--- config.mk ---
export PLATFORM = sky130hd
export DESIGN_NAME = dcache_write_buffer
export DESIGN_NICKNAME = d
export VERILOG_FILES = /design/src/rtl/dcache_write_buffer_pkg.sv /design/src/rtl/dcache_write_buffer_wb_lookup_cam.sv /design/src/rtl/dcache_write_buffer.sv
export SDC_FILE = /design/constraint.sdc
export NUM_CORES = 2
export LEC_CHECK = 0
export ABC_AREA = 0
export BUFFER_PORTS_ARGS = -buffer_cell sky130_fd_sc_hd__buf_4
export CELL_PAD_IN_SITES_DETAIL_PLACEMENT = 0
export CELL_PAD_IN_SITES_GLOBAL_PLACEMENT = 1
export CORE_MARGIN = 2
export CORE_UTILIZATION = 40
export CTS_CLUSTER_SIZE = 24
export DETAILED_ROUTE_END_ITERATION = 10
export PLACE_DENSITY_LB_ADDON = 0.1
export RECOVER_POWER = 25
export SETUP_SLACK_MARGIN = 0.2
export SYNTH_ARGS = -nofsm -noshare
export SYNTH_HDL_FRONTEND = slang
export SYNTH_SLANG_ARGS = --single-unit
--- constraint.sdc ---
create_clock -name clk -period 21.3 [get_ports clk]
set_input_delay 1.065 -clock clk [delete_from_list [all_inputs] [get_ports clk]]
set_output_delay 1.065 -clock clk [all_outputs]
set_load 0.01 [all_outputs]
--- src/rtl/dcache_write_buffer_pkg.sv ---
// rtl/dcache_write_buffer_pkg.sv - shared defines for the DCache write-back buffer
//
// Purpose: drain FSM state encoding and the bus widths shared by the write
// buffer and its lookup CAM.
// Ports: none (package).

package dcache_write_buffer_pkg;

  localparam int WB_DEPTH        = 4;
  localparam int LINE_OFFSET_W   = 5;    // 32-byte lines
  localparam int WAY_BUS_W       = 256;  // one cache line, 8 x 32-bit words
  localparam int DATA_ADDR_BUS_W = 32;   // byte address into the data interface

  typedef enum logic {
    STATE_WB_IDLE = 1'b0,
    STATE_WB_BUSY = 1'b1
  } wb_state_e;

endpackage

--- src/rtl/dcache_write_buffer_wb_lookup_cam.sv ---
// rtl/dcache_write_buffer_wb_lookup_cam.sv - tag CAM with newest-first select
//
// Purpose: compares a lookup tag and a push tag against every valid entry.
// The lookup hit takes the newest matching entry (closest to the tail); the
// push match skips the head while it is draining so it is never rewritten.
// Ports:
//   i_lookup_key / i_push_key : line tags to search for
//   i_tags / i_valid          : entry tags and valid bits
//   i_head / i_tail / i_busy  : ring pointers and drain state
//   o_hit / o_hit_idx         : lookup result
//   o_merge / o_merge_idx     : push-merge target

module wb_lookup_cam
  import dcache_write_buffer_pkg::*;
#(
  parameter  int DEPTH = WB_DEPTH,
  parameter  int TAG_W = DATA_ADDR_BUS_W - LINE_OFFSET_W,
  localparam int PTR_W = $clog2(DEPTH)
) (
  input  logic [TAG_W-1:0]            i_lookup_key,
  input  logic [TAG_W-1:0]            i_push_key,
  input  logic [DEPTH-1:0][TAG_W-1:0] i_tags,
  input  logic [DEPTH-1:0]            i_valid,
  input  logic [PTR_W-1:0]            i_head,
  input  logic [PTR_W-1:0]            i_tail,
  input  logic                        i_busy,
  output logic                        o_hit,
  output logic [PTR_W-1:0]            o_hit_idx,
  output logic                        o_merge,
  output logic [PTR_W-1:0]            o_merge_idx
);

  logic [DEPTH-1:0] w_lookup_match;
  logic [DEPTH-1:0] w_push_match;
  logic [DEPTH-1:0] w_head_mask;

  // Walk from the tail (oldest slot) towards tail-1 (newest); the last
  // match seen wins, which gives newest-first priority.
  function automatic logic [PTR_W:0] newest(input logic [DEPTH-1:0] m,
                                            input logic [PTR_W-1:0] tail);
    logic [PTR_W-1:0] idx;
    logic [PTR_W:0]   res;
    res = '0;
    for (int k = 0; k < DEPTH; k++) begin
      idx = tail + PTR_W'(k);
      if (m[idx]) res = {1'b1, idx};
    end
    return res;
  endfunction

  assign w_head_mask = i_busy ? (DEPTH'(1) << i_head) : '0;

  always_comb begin
    w_lookup_match = '0;
    w_push_match   = '0;
    for (int i = 0; i < DEPTH; i++) begin
      w_lookup_match[i] = i_valid[i] && (i_tags[i] == i_lookup_key);
      w_push_match[i]   = i_valid[i] && (i_tags[i] == i_push_key);
    end
    w_push_match = w_push_match & ~w_head_mask;
  end

  assign {o_hit, o_hit_idx}     = newest(w_lookup_match, i_tail);
  assign {o_merge, o_merge_idx} = newest(w_push_match, i_tail);

endmodule

--- src/rtl/dcache_write_buffer.sv ---
// rtl/dcache_write_buffer.sv - FIFO write-back buffer for evicted dirty lines
//
// Purpose: queues whole dirty lines from the DCache, merges repeat evictions
// of a queued line, drains lines one at a time to the cache/AXI interface
// and lets a miss be served from a queued line.
// Ports:
//   clk, rst (async, active low)
//   wb_push_*        : line push from the DCache
//   wb_full/empty/count_o : occupancy, from the registered count
//   wb_lookup_addr_i / wb_hit_o / wb_hit_data_o : combinational lookup
//   data_wen_o / data_awaddr_o / data_wdata_o / data_bvalid_i : drain handshake

module dcache_write_buffer
  import dcache_write_buffer_pkg::*;
#(
  parameter  int DEPTH  = WB_DEPTH,
  parameter  int ADDR_W = DATA_ADDR_BUS_W,
  parameter  int LINE_W = WAY_BUS_W,
  localparam int PTR_W  = $clog2(DEPTH),
  localparam int CNT_W  = PTR_W + 1,
  localparam int TAG_W  = ADDR_W - LINE_OFFSET_W
) (
  input  logic              clk,
  input  logic              rst,
  input  logic              wb_push_i,
  input  logic [ADDR_W-1:0] wb_push_addr_i,
  input  logic [LINE_W-1:0] wb_push_data_i,
  output logic              wb_full_o,
  output logic              wb_empty_o,
  output logic [CNT_W-1:0]  wb_count_o,
  input  logic [ADDR_W-1:0] wb_lookup_addr_i,
  output logic              wb_hit_o,
  output logic [LINE_W-1:0] wb_hit_data_o,
  output logic              data_wen_o,
  output logic [ADDR_W-1:0] data_awaddr_o,
  output logic [LINE_W-1:0] data_wdata_o,
  input  logic              data_bvalid_i
);

  wb_state_e                 r_state, w_state_nxt;
  logic [PTR_W-1:0]          r_head, r_tail;
  logic [CNT_W-1:0]          r_count, w_count_nxt;
  logic [DEPTH-1:0]          r_valid;
  logic [DEPTH-1:0][TAG_W-1:0] r_tag;
  logic [LINE_W-1:0]         r_data [DEPTH];

  logic             w_busy, w_full, w_push, w_pop, w_merge, w_alloc;
  logic [TAG_W-1:0] w_push_tag, w_lookup_tag;
  logic             w_hit, w_merge_hit;
  logic [PTR_W-1:0] w_hit_idx, w_merge_idx;
  logic             w_unused_offset;

  assign w_busy       = (r_state == STATE_WB_BUSY);
  assign w_full       = (r_count == CNT_W'(DEPTH));
  assign w_push       = wb_push_i && !w_full;
  assign w_pop        = w_busy && data_bvalid_i;
  assign w_push_tag   = wb_push_addr_i[ADDR_W-1:LINE_OFFSET_W];
  assign w_lookup_tag = wb_lookup_addr_i[ADDR_W-1:LINE_OFFSET_W];
  assign w_unused_offset = ^{wb_push_addr_i[LINE_OFFSET_W-1:0],
                             wb_lookup_addr_i[LINE_OFFSET_W-1:0]};

  wb_lookup_cam #(
    .DEPTH (DEPTH),
    .TAG_W (TAG_W)
  ) u_cam (
    .i_lookup_key (w_lookup_tag),
    .i_push_key   (w_push_tag),
    .i_tags       (r_tag),
    .i_valid      (r_valid),
    .i_head       (r_head),
    .i_tail       (r_tail),
    .i_busy       (w_busy),
    .o_hit        (w_hit),
    .o_hit_idx    (w_hit_idx),
    .o_merge      (w_merge_hit),
    .o_merge_idx  (w_merge_idx)
  );

  assign w_merge     = w_push && w_merge_hit;
  assign w_alloc     = w_push && !w_merge_hit;
  assign w_count_nxt = r_count + CNT_W'(w_alloc) - CNT_W'(w_pop);

  always_comb begin
    w_state_nxt = r_state;
    data_wen_o  = 1'b0;
    case (r_state)
      STATE_WB_IDLE: begin
        if (r_count != '0) w_state_nxt = STATE_WB_BUSY;
      end
      STATE_WB_BUSY: begin
        // wen drops in the bvalid cycle so the interface cannot relaunch
        data_wen_o = !data_bvalid_i;
        if (w_pop && (w_count_nxt == '0)) w_state_nxt = STATE_WB_IDLE;
      end
      default: w_state_nxt = STATE_WB_IDLE;
    endcase
  end

  always_ff @(posedge clk or negedge rst) begin
    if (!rst) begin
      r_state <= STATE_WB_IDLE;
      r_head  <= '0;
      r_tail  <= '0;
      r_count <= '0;
      r_valid <= '0;
      r_tag   <= '0;
    end else begin
      r_state <= w_state_nxt;
      r_count <= w_count_nxt;
      if (w_alloc) begin
        r_valid[r_tail] <= 1'b1;
        r_tag[r_tail]   <= w_push_tag;
        r_tail          <= r_tail + PTR_W'(1);
      end
      if (w_pop) begin
        r_valid[r_head] <= 1'b0;
        r_head          <= r_head + PTR_W'(1);
      end
    end
  end

  // Line data is qualified by r_valid / state, so it needs no reset.
  always_ff @(posedge clk) begin
    if (w_alloc)      r_data[r_tail]      <= wb_push_data_i;
    else if (w_merge) r_data[w_merge_idx] <= wb_push_data_i;
  end

  assign wb_full_o     = w_full;
  assign wb_empty_o    = (r_count == '0);
  assign wb_count_o    = r_count;
  assign wb_hit_o      = w_hit;
  assign wb_hit_data_o = w_hit ? r_data[w_hit_idx] : '0;
  assign data_awaddr_o = w_busy ? {r_tag[r_head], LINE_OFFSET_W'(0)} : '0;
  assign data_wdata_o  = w_busy ? r_data[r_head] : '0;

endmodule

Yosys cells after proc, flatten, opt, wreduce, memory -nomap -nowiden
Memory sizes are Yosys's and may differ from the RTL's.
Index checks and enable logic that the tools add are counted.
{"block": "totals", "regBits": 120, "ramBits": 1024, "input_bits": 324, "output_inout_bits": 551, "word_cells": 112, "mem_count": 1}
{"name": "r_data", "words": 4, "width": 256, "rd": 2, "rd_ports_with_merged_regs": 0, "wr": 1, "line": "dcache_write_buffer.sv:45", "text": "logic [LINE_W-1:0] r_data [DEPTH];"}
{"block": "op_classes", "addsub": 6, "magnitude_cmp": 7, "n_eq_ne": 9, "n_shift": 1, "muxes": 51, "bitwise": 6, "n_reduce_logical": 22}
{"cell": "256-bit 2-to-1 mux", "count": 3}
{"cell": "256-bit OR reduction", "count": 1}
{"cell": "27-bit == test", "count": 8}
{"cell": "108-bit bitwise mux", "count": 1}
{"cell": "27-bit binary-select mux with 2-bit select", "count": 1}
{"cell": "27-bit demux with 2-bit select", "count": 1}
{"cell": "27-bit 2-to-1 mux", "count": 2}
{"cell": "32-bit 2-to-1 mux", "count": 1}
{"cell": "3-bit 2-to-1 mux", "count": 8}
{"cell": "1-bit 2-to-1 mux", "count": 19}
{"cell": "1-bit binary-select mux with 2-bit select", "count": 8}
{"cell": "1-bit logical AND", "count": 15}
{"cell": "2-bit by 3-bit < comparator with 1-bit output (second input constant)", "count": 5}
{"cell": "4-bit 2-to-1 mux", "count": 3}
{"cell": "4-bit bitwise AND", "count": 2}
{"cell": "4-bit NOT", "count": 2}
{"cell": "3-bit zero test", "count": 2}
{"cell": "2-bit by 1-bit adder with 2-bit output (second input constant)", "count": 2}
{"cell": "2-bit adder (second input constant)", "count": 2}
{"cell": "1-bit demux with 2-bit select", "count": 2}
{"cell": "2-bit by 1-bit greater-or-equal comparator with 1-bit output (second input constant)", "count": 2}
{"cell": "4-bit OR", "count": 1}
{"cell": "1-bit by 2-bit << shifter with 4-bit output (first input constant)", "count": 1}
{"cell": "3-bit by 1-bit adder with 3-bit output", "count": 1}
{"cell": "other kinds (7)", "count": 9}

Logic depth before layout (Yosys ltp)
{"block": "logic_depth", "depth_word": 18, "depth_mapped": 21}

By module
Synthesis repeated with hierarchy kept, for this count alone.
{"block": "unflattened", "cells_unflattened": 2923, "area_unflattened_um2": 55046.5}
{"module": "dcache_write_buffer", "instances": 1, "cells_per_inst": 2586, "area_each_um2": 52387.7, "seq_area_each_um2": 33752.4}
{"module": "wb_lookup_cam", "instances": 1, "cells_per_inst": 337, "area_each_um2": 2658.8, "seq_area_each_um2": 0.0}

Worst setup path before layout
Ideal clock, no wire load.
{"block": "synth_path", "kind": "register -> register", "from": "register r_head[0]", "to": "memory r_data[0][0] in the netlist's numbering (enable)", "setup_ps": 1238, "arrival_time_ps": 22115, "required_time_ps": 20062, "setup_slack_ps": -2053, "path_stages_with_launch": 15, "synth_period_minus_slack_ps": 23353, "cell_sequence": "dfrtp_1 > clkbuf_1 > buf_1 > clkbuf_1 > inv_1 > ha_1 > a21boi_0 > nand4_1 > or4_1 > or4_1 > o22ai_1 > o211ai_1 > a31o_1 > a21oi_1 > nor3b_1"}
{"block": "synth_via", "elab_chain_cells": 16}
{"element": "from (decl)", "line": "dcache_write_buffer.sv:41", "text": "logic [PTR_W-1:0] r_head, r_tail;"}
{"element": "from (signal assigned)", "line": "dcache_write_buffer.sv:117", "text": "r_head <= r_head + PTR_W'(1);"}
{"element": "1-bit by 2-bit << shifter with 4-bit output (*)", "line": "dcache_write_buffer_wb_lookup_cam.sv:51", "text": "assign w_head_mask = i_busy ? (DEPTH'(1) << i_head) : '0;"}
{"element": "4-bit 2-to-1 mux (*)", "line": "dcache_write_buffer_wb_lookup_cam.sv:51"}
{"element": "4-bit NOT (*)", "line": "dcache_write_buffer_wb_lookup_cam.sv:60", "text": "w_push_match = w_push_match & ~w_head_mask;"}
{"element": "4-bit bitwise AND (*)", "line": "dcache_write_buffer_wb_lookup_cam.sv:60"}
{"element": "1-bit binary-select mux with 2-bit select", "line": "dcache_write_buffer_wb_lookup_cam.sv:46", "text": "if (m[idx]) res = {1'b1, idx};"}
{"element": "1-bit 2-to-1 mux (not written as such)", "line": "dcache_write_buffer_wb_lookup_cam.sv:46"}
{"element": "3-bit 2-to-1 mux (3 in series)", "line": "dcache_write_buffer_wb_lookup_cam.sv:46"}
{"element": "3-bit 2-to-1 mux (*)", "line": "dcache_write_buffer_wb_lookup_cam.sv:46"}
{"element": "1-bit logical AND or 1-bit zero test (tied branches)", "line": "dcache_write_buffer.sv:79, dcache_write_buffer.sv:80"}
{"element": "1-bit 2-to-1 mux or 1-bit logical AND (tied branches)", "line": "dcache_write_buffer.sv:125, dcache_write_buffer.sv:80"}
{"element": "1-bit 2-to-1 mux", "line": "dcache_write_buffer.sv:124", "text": "if (w_alloc) r_data[r_tail] <= wb_push_data_i;"}
{"element": "1-bit 2-to-1 mux (not written as such)", "line": "dcache_write_buffer.sv:125", "text": "else if (w_merge) r_data[w_merge_idx] <= wb_push_data_i;"}
{"element": "256-bit OR reduction (no source line)"}
{"element": "2-bit 2-to-1 mux (no source line) or 1-bit 2-to-1 mux (tied branches)"}
{"element": "to (decl)", "line": "dcache_write_buffer.sv:45"}
Mark *: on every way between the ends. The rest lies on a longest branch, timed or not. The select of a mux whose other input is x is not followed.

Worst setup path after layout
{"block": "layout_path", "from": "register r_tail[0]", "to": "output wb_hit_data_o[94]"}
{"block": "layout_via", "elab_chain_cells": 8}
{"element": "from (decl)", "line": "dcache_write_buffer.sv:41"}
{"element": "from (signal assigned)", "line": "dcache_write_buffer.sv:113", "text": "r_tail <= r_tail + PTR_W'(1);"}
{"element": "2-bit by 1-bit adder with 2-bit output or 1-bit binary-select mux with 2-bit select (tied branches)", "line": "dcache_write_buffer_wb_lookup_cam.sv:45, dcache_write_buffer_wb_lookup_cam.sv:46"}
{"element": "1-bit binary-select mux with 2-bit select or 1-bit 2-to-1 mux (tied branches)", "line": "dcache_write_buffer_wb_lookup_cam.sv:46"}
{"element": "1-bit 2-to-1 mux (not written as such) or 3-bit 2-to-1 mux (tied branches)", "line": "dcache_write_buffer_wb_lookup_cam.sv:46"}
{"element": "3-bit 2-to-1 mux (2 in series)", "line": "dcache_write_buffer_wb_lookup_cam.sv:46"}
{"element": "3-bit 2-to-1 mux (*)", "line": "dcache_write_buffer_wb_lookup_cam.sv:46"}
{"element": "memory 4 x 256 bit"}
{"element": "256-bit 2-to-1 mux (*)", "line": "dcache_write_buffer.sv:132", "text": "assign wb_hit_data_o = w_hit ? r_data[w_hit_idx] : '0;"}
{"element": "to (decl)", "line": "dcache_write_buffer.sv:33", "text": "output logic [LINE_W-1:0] wb_hit_data_o,"}
Marked as above.

==> impl_metrics.ini <==
[layout]
nNetsFinal = 4465
fillers = 12000
multi_input_area_um2 = 19900
syn2layout_area_growth_pct = 20.0
drive_gt1_frac = 0.291
register_area_um2 = 33800
fin_cells = 6045

[worst_setup_path]
crit_cells = 13
end_kind = output pin
critical_path_class = reg2out
setup.worst_path.start_class = register
cp_cell_sequence = inv_1 > ha_1 > and4b_1 > o211ai_1 > o2111ai_2 > o211ai_4 > buf_4 > buf_4 > buf_12 > buf_4 > mux2i_1 > o22ai_1 > buf_4
crit_path_max_incr_delay_ns = 0.93
path_common_cell = buf_4
cp_top_family = buffers and inverters
critPathSlowestCell = buf_4
timing.rr.start = r_head[0]
cp.required_ns = 20.24
cp_max_fo = 138
arrival_ns = 7.41
r2r-end = r_data[0][80]
path_buf_inv = 6
r2r_cells = 14
r2r_slack_ns = 13.93

[hold_path]
hold_path.class = in2async

[timing]
setup_viol = 0
worst_slack_ns = 12.83
period_minus_slack_ns = 8.47
fmax_mhz = 118
tightest_slew_ns = 1.24
finalCritPeriodShare = 0.398
fin_skew_ns = 0.0393
timing.final.hold_violations = 0
maxSlewViolCount = 0
tns_ns = 0
relSlewSlack = 0.171
grt_setup_unrepaired = no

[global_routing]
gr-total-overflow = 0
grt_max_degree = 139
grt_pass1_vias = 35100
antenna_found_initial = 41
grt_first_pass_wirelength_mm = 250
grt_use_total = 0.245

[placed_design]
numPortBuffers = 859
routabilityCongestion = 0.977
placedCellCount = 5787
post-place-ws_ns = 13.01
dp_hpwl_mm = 115

[drt]
avgViaCountPerCell = 5.66
final_antenna_net_count = 0
drc_errors = 0
routed_wl_mm = 177
avgRoutedWirePerCell_um = 29.3
drtIter0Drc = 2000
drtPass1Iterations = 5
num_vias = 34200

[pwr]
p_leak_nw = 22.0
p_int_mw = 6.03
p_clk_frac = 0.232
seq_power_share = 0.363
p_sw_frac = 0.356
p_per_area_nw_per_um2 = 141
power_switching_mw = 3.33
ir_worst_vdd_v = 0.000107
combinationalPowerShare = 0.405

[die]
ioPinCount = 875
die_w_um = 376
core_um2 = 137000
die_h_um = 376
die-area_um2 = 141000
initial_core_util = 0.402
rows = 136

[logic_synthesis]
yosys.area.top_type = edfxtp_1
yosysSeqAreaShare = 0.611
ys.flop_type = edfxtp_1
synth-seq-cells = 1144
synth_edf_count = 1024
synth_area_leaders = edfxtp_1, mux4_2, mux2i_1, dfrtp_1, and2_1
netlist_area_um2 = 55300
synthArstFlopShare = 0.105
yosysWarningCount = 0
ys_types = 64
synth_top_area_frac = 0.556
avgSynthCellArea_um2 = 16.5
synth_commonest_cells = edfxtp_1, mux2i_1, and2_1
synth.most_common_cell = edfxtp_1
synthCells = 3345

[clock_tree]
clk_latency_ns = 0.76
post_cts_buffers = 0
htreeDepth = 4
cts_buffer_depth = 3
ctsResizeCount = 0
root_buffer = clkbuf_16
cts_tree = yes
hold_buffers = 0
cts_sinks = 1144
path_clk_slew_ns = 0.06
cts_made_buffers = 135

[outcome]
status = finished clean

[job]
cap_viol_max_count = 0
-- power groups by stage --
stage | combinational (mW) | sequential (mW) | clock, mW
2_1_floorplan | 2.16 | 3.41 | 0
3_3_place_gp | 3.88 | 3.42 | 0
3_5_place_dp | 3.86 | 3.44 | 0
4_1_cts | 3.87 | 3.39 | 2.22
5_1_grt | 4.03 | 3.46 | 2.31
6_report | 3.79 | 3.40 | 2.17
-- cells in the final DEF (no fill, tap or decap), types with 33 or more instances in the layout --
cell type  count
edfxtp_1    1024
buf_4        700
mux2i_1      513
and2_1       287
mux4_2       283
o22ai_1      258
clkbuf_1     222
xnor2_1      146
clkbuf_16    138
dfrtp_1      117
mux2_1        76
xor2_1        75
nand4_1       62
nor4_1        35
clkinv_1      33
mux2_2        33
-- logic make-up after synthesis --
logic type	after synthesis	synth area share
fa+ha+maj	11	0.00263
flops	1144	0.611
compound gates	293	0.0342
buf+inv	272	0.0304
other cells	1	0.0000679
mux	905	0.230
xor+xnor	221	0.0350
simple gates	498	0.0563
-- flip-flops by register name, summed over array words and instances, names as in the netlist --
signal / count
r_data: 1024
r_tag: 108
r_valid: 4
wb_count_o: 3
r_head: 2
r_tail: 2
r_state: 1
-- through the flow --
stage / hold slack [ns] / total power, mW / instance area (um^2) / util
after CTS: 0.439 / 9.48 / 67000 / 0.488
after global placement: 0.570 / 7.30 / 62800 / 0.458
after floorplan: 0.510 / 5.58 / 55300 / -
after global routing: 0.483 / 9.79 / 66300 / 0.483
final: 0.436 / 9.35 / 66300 / 0.483
after detailed placement: 0.569 / 7.29 / 62800 / 0.458
-- routing by layer --
layer | global-route usage | vias to the layer above | part of all wire | wire length (um)
met5 | 0 | - | 0.0015 | 262
met4 | 0.0907 | 42 | 0.036 | 6360
met3 | 0.0808 | 281 | 0.080 | 14200
met2 | 0.408 | 1090 | 0.49 | 87000
met1 | 0.295 | 17800 | 0.39 | 69100
li1 | - | 15000 | - | -
-- final cells by class --
cell class,count,share of cell area
clock buffers,170,0.0540
well taps,1794,0.0339
flip-flops and latches,1144,0.509
clock inverters,71,0.00844
repair buffers,900,0.0928
multi-input cells,1933,0.300
inverters,16,0.000906
diodes,17,0.000642
-- worst max-delay path by stage --
stage	slack (ns)	start	endpoint
after floorplan	5.60	r_head[0]	r_data[3][0]
after global routing	12.42	r_tail[0]	wb_hit_data_o[94]
after detailed placement	13.01	wb_lookup_addr_i[11]	wb_hit_data_o[54]
after CTS	12.71	r_tail[0]	wb_hit_data_o[54]
after global placement	13.02	wb_lookup_addr_i[11]	wb_hit_data_o[50]
final	12.83	r_tail[0]	wb_hit_data_o[94]
No activity file was read; power rests on OpenSTA's default activity.
